--- src/rtl/cdp1802_cycle_sequencer.sv ---
// cdp1802_cycle_sequencer: machine-cycle sequencer with S2 DMA / S3 interrupt insertion,
// R0 DMA pointer and TPA/TPB timing pulses.
module cdp1802_cycle_sequencer #(
   parameter int TICKS  = 8,
   parameter int ADDR_W = 16
) (
   input  logic              clk,
   input  logic              reset,
   input  logic              clk_enable,
   input  logic              dma_in_req,
   input  logic              dma_out_req,
   input  logic              int_req,
   input  logic              ie,
   input  logic [1:0]        core_next,
   input  logic              r0_load,
   input  logic [ADDR_W-1:0] r0_load_val,
   output logic [1:0]        sc,
   output logic              tpa,
   output logic              tpb,
   output logic              cycle_start,
   output logic [ADDR_W-1:0] dma_addr,
   output logic              dma_rd,
   output logic              dma_wr,
   output logic              int_ack,
   output logic              core_stall
);
   localparam int TW = $clog2(TICKS);
   localparam logic [1:0] S0 = 2'b00, S1 = 2'b01, S2 = 2'b10, S3 = 2'b11;
   logic [TW-1:0] tick;
   logic [1:0] sc_next;
   logic dir_in, last, en;
   assign last = tick == TW'(TICKS - 1);
   assign en = clk_enable & ~reset;
   // DMA beats interrupts; S0 always runs straight into S1; S3 never repeats
   always_comb
      sc_next = sc == S0                 ? S1 :
                dma_in_req | dma_out_req ? S2 :
                sc == S3                 ? S0 :
                int_req & ie             ? S3 : {1'b0, core_next[0]};
   assign cycle_start = en & tick == '0;
   assign tpa = en & tick == TW'(1);
   assign tpb = en & tick == TW'(TICKS - 2);
   assign dma_rd = tpb & sc == S2 & ~dir_in;
   assign dma_wr = tpb & sc == S2 & dir_in;
   assign int_ack = cycle_start & sc == S3;
   assign core_stall = sc[1];
   always_ff @(posedge clk)
      if (reset) begin
         tick <= '0;
         sc <= S1;
         dma_addr <= '0;
         dir_in <= 1'b0;
      end else if (clk_enable) begin
         tick <= last ? '0 : tick + TW'(1);
         if (last) begin
            sc <= sc_next;
            dir_in <= dma_in_req;
         end
         if (r0_load) dma_addr <= r0_load_val;
         else if (last && sc == S2) dma_addr <= dma_addr + ADDR_W'(1);
      end
endmodule
--- config.mk ---
export PLATFORM = sky130hd
export DESIGN_NAME = cdp1802_cycle_sequencer
export DESIGN_NICKNAME = d
export VERILOG_FILES = /design/src/rtl/cdp1802_cycle_sequencer.sv
export SDC_FILE = /design/constraint.sdc
export NUM_CORES = 1
export LEC_CHECK = 0
export CORE_MARGIN = 10
export CORE_UTILIZATION = 55
export CTS_CLUSTER_DIAMETER = 60
export DETAILED_ROUTE_END_ITERATION = 12
export DONT_BUFFER_PORTS = 1
export MAX_ROUTING_LAYER = met4
export PLACE_DENSITY = 0.75
export SYNTH_ARGS = -nofsm -noshare
export SYNTH_HDL_FRONTEND = slang
export SYNTH_SLANG_ARGS = --single-unit
--- constraint.sdc ---
create_clock -name clk -period 4.3 [get_ports clk]
set_input_delay 1.075 -clock clk [delete_from_list [all_inputs] [get_ports clk]]
set_output_delay 1.075 -clock clk [all_outputs]
set_load 0.01 [all_outputs]
# Word level (Yosys, flattened, before mapping)
# Index checks and enable logic that the tools add are counted.
# word_totals
register_bits,22
latchBits,0
ramBits,0
romBits,0
in_bits,26
output_inout_bits,25
word_cells,36
mem_count,0
# classes
add_sub_neg,2
mul,0
div,0
magnitude_cmp,0
n_eq_ne,5
shifts,0
mux,7
bitwise,12
n_reduce_logical,6
# op_table
cell,count
$mux 16,2
$add 16x1->16 const B,1
$and 1x1->1,9
$mux 2,4
$eq 3x3->1 const B,2
$eq 2x2->1 const B,2
$reduce_and 2->1,2
$add 3x1->3 const B,1
$eq 3x1->1 const B,1
$logic_not 3->1,1
$mux 3,1
$logic_not 2->1,1
$not 1->1,2
$reduce_bool 2->1,1
$logic_and 1x1->1,1
$or 1x1->1,1

# Longest topological paths before layout
# depth
ltp_word,5
ltp_mapped,7
ltp_nobuf,6

# Worst setup path after synthesis
# No wires, ideal clock.
# synth_timing
path_type,input to output
from,input clk_enable
to,output tpa
t_arrival_ps,1967
t_required_ps,3225
path_slack_ps,1258
stages,3
n_path_buf,2
path_cell_list,buf_2 clkbuf_1 nor4bb_1
# synth_via
elab_chain_len,2
# synth_rtl
element,line,rtl
from (decl),9,"input logic clk_enable,"
$and 1x1->1,33,assign en = clk_enable & ~reset;
$and 1x1->1,41,assign tpa = en & tick == TW'(1);
to (decl),18,"output logic tpa,"
# No other way between the ends.

# Worst setup path after layout
# layout_timing
from,input reset
to,output dma_rd
# layout_via
elab_chain_len,5
# layout_rtl
element,line,rtl
from (decl),8,"input logic reset,"
$not 1->1,33,
$and 1x1->1,33,
$and 1x1->1,42,assign tpb = en & tick == TW'(TICKS - 2);
named net tpb,19,"output logic tpb,"
$and 1x1->1 (2 in a row),43,assign dma_rd = tpb & sc == S2 & ~dir_in;
to (decl),22,"output logic dma_rd,"
# The timed path passes the listed nets, and every way through them passes these cells.

==> flow_metrics.py <==
metrics = {
    "sta": {
        "finalSetupViolations": 0,
        "tns_ns": 0,
        "finClkSkew_ns": 0.00919,
        "worst_slack_ns": 1.19,
        "fmax_mhz": 322,
        "relSlewSlack_pct": 54.3,
        "worst_pin_slew_ns": 0.685,
        "min_period_over_period_pct": 72.2,
        "drv_slew": 0,
        "rsz0062_at_grt": "false",
        "period_needed_ns": 3.11,
        "hold_viol_final": 0,
    },
    "clock_network": {
        "clk_pin_slew_ns": 0.11,
        "clk_latency_ns": 0.31,
        "clock-root-buffer": "clkbuf_4",
        "ctsResizeCount": 0,
        "cts-hold-fix-buffers": 0,
        "cts_post_setup_buffers_inserted": 0,
        "cts_sinks": 22,
        "h-tree-depth": 1,
        "cts_buffer_depth": 2,
        "cts_made_buffers": 3,
        "cts_tree": "done",
    },
    "synthesis": {
        "ys_ff_latch": 22,
        "yosys-top-cells-area": "dfxtp_1 (31%), nand2_1 (5.5%), a21oi_1 (5.2%)",
        "synthCells": 186,
        "synth_edf_count": 0,
        "yosysTopAreaCellShare_pct": 30.5,
        "synth_nets": 218,
        "yosysTopAreaCell": "dfxtp_1",
        "ys_async_sr_fraction_pct": 0,
        "synth-main-ff-cell": "dfxtp_1",
        "yosys.cell_types.count": 51,
        "yosys_warnings": 0,
        "seq_area_frac_synth_pct": 30.5,
        "synthesis.area_um2": 1440,
        "synth_commonest_cells": "dfxtp_1 (22), nand2_1 (21), a21oi_1 (15)",
        "synth.avg_cell_area_um2": 7.76,
        "synth.most_common_cell": "dfxtp_1",
    },
    "routing": {
        "drcViolationCount": 0,
        "firstDrtPassIters": 4,
        "vias_per_cell": 6.71,
        "drt-total-wl_mm": 3.81,
        "first_iter_violations": 171,
        "detail-route-antenna-nets": 0,
        "wl_per_cell_um": 18.4,
        "route.vias.total": 1389,
    },
    "die": {
        "io_pins": 51,
        "start_util_pct": 57.8,
        "coreArea_um2": 2500,
        "die_width_um": 71.2,
        "placementRows": 18,
        "die-area_um2": 5070,
        "die_y_um": 71.2,
    },
    "cells_and_area": {
        "drive_above_1_share_pct": 6.21,
        "nets": 211,
        "syn_to_final_growth_pct": -0.0869,
        "diodes": 0,
        "final_cell_area_um2": 1440,
    },
    "setup_path": {
        "reg2reg_to": "dma_addr[11]$_SDFFE_PP0P_",
        "arrival_ns": 2.03,
        "r2r_setup_slack_ns": 1.94,
        "r2r_start": "tick[0]$_SDFFE_PP0P_",
        "critPathRequiredTime_ns": 3.22,
        "critPathKind": "input port to primary output",
        "worstSetupStartpoint": "reset",
        "critPathCaptureType": "primary output",
        "cp_max_fo": 23,
        "cp-endpoint": "dma_rd",
        "reg2reg_depth": 6,
        "startpoint_type": "input port",
    },
    "run_status": {
        "outcome": "completed",
    },
    "global_routing": {
        "antenna_found_initial": 0,
        "grt_pass1_vias": 1210,
        "grt_max_degree": 38,
        "overflow": 0,
        "grt_pass1_wl_mm": 5.92,
        "grtUsageTotal_pct": 14.2,
    },
    "place": {
        "portBuffers": 0,
        "hpwl_mm": 2.84,
        "post-place-ws_ns": 1.17,
        "routabilityCongestion": 0.905,
        "dpl_cell_area_um2": 1420,
    },
    "min_path": {
        "hp-class": "flop to flop",
        "holdPathStages": 2,
    },
    "power_and_ir_drop": {
        "max-vdd-ir-drop_uv": 245,
        "cellLeakagePower_nw": 0.508,
        "p_per_area_nw_per_um2": 253,
    },
    "run": {
        "maxCapViolations": 0,
    },
}
==> power by group <==
group / switching, mW / leakage [nW] / internal, mW
logic: 0.0195 / 0.315 / 0.0196
clock network: 0.0601 / 0.0138 / 0.0327
registers: 0.0199 / 0.180 / 0.213
total: 0.0995 / 0.508 / 0.266
==> worst min path at each step <==
| stage | startpoint | endpoint | slack [ns] |
|---|---|---|---|
| floorplan | dir_in$_SDFFE_PP0P_ | dir_in$_SDFFE_PP0P_ | 0.45 |
| global placement | dir_in$_SDFFE_PP0P_ | dir_in$_SDFFE_PP0P_ | 0.45 |
| detailed placement | dir_in$_SDFFE_PP0P_ | dir_in$_SDFFE_PP0P_ | 0.46 |
| CTS | dir_in$_SDFFE_PP0P_ | dir_in$_SDFFE_PP0P_ | 0.48 |
| global route | dir_in$_SDFFE_PP0P_ | dir_in$_SDFFE_PP0P_ | 0.54 |
| finish | dir_in$_SDFFE_PP0P_ | dir_in$_SDFFE_PP0P_ | 0.48 |
==> registers in the layout, summed over array words and instances, names as in the netlist <==
register	cells
sc	2
dma_addr	16
tick	3
dir_in	1
==> routing by layer <==
layer  vias up  global-route usage (%)  share of wire [%]
met1       629                    16.8                 41
met4         0                    5.59                1.5
li1        689                       -                  -
met3         6                    4.96                 10
met5         -                       -                  0
met2        65                    21.6                 47
==> logic make-up after synthesis <==
group / Yosys count / share of synthesized area, %
AND/OR/NAND/NOR: 84 / 32.1
AO/OA/AOI/OAI: 50 / 22.3
flip-flops: 22 / 30.5
buffers and inverters: 18 / 5.81
adder cells (fa/ha/maj): 7 / 5.89
multiplexers: 5 / 3.47
==> placed cells by master, fill, tap and decap left out, types with 3 or more instances in the layout <==
cell type / synthesis / routed
a21oi_1: 15 / 15
a31oi_1: 6 / 6
and3_1: 3 / 3
clkbuf_4: 0 / 3
dfxtp_1: 22 / 22
ha_1: 6 / 6
inv_1: 6 / 6
mux2i_1: 5 / 5
nand2_1: 21 / 21
nand3_1: 12 / 12
nand4_1: 7 / 7
nor2_1: 13 / 13
nor3_1: 6 / 6
nor4bb_1: 3 / 3
o211ai_1: 3 / 3
o21ai_0: 11 / 11
==> cell type report <==
| type | instances | area [um^2] |
|---|---|---|
| Fill cell | 241 | 1060 |
| Multi-Input combinational cell | 146 | 920 |
| Sequential cell | 22 | 440 |
| Tap cell | 30 | 37.5 |
| Clock buffer | 3 | 22.5 |
| Inverter | 6 | 22.5 |
==> worst max-delay path, cell delays in order <==
cell      delay [ns]
inv_1           0.13
and4_1          0.30
nor4bb_1        0.52
==> through the flow <==
stage / power, mW / hold slack (ns) / utilization, % / instances
after floorplan: 0.276 / 0.445 / - / 186
after CTS: 0.370 / 0.477 / 57.7 / 207
after global placement: 0.274 / 0.452 / 56.8 / 204
final: 0.365 / 0.476 / 57.7 / 207
after detailed placement: 0.277 / 0.460 / 56.8 / 204
after global routing: 0.390 / 0.538 / 57.7 / 207
(Power assumes the default switching activity.)
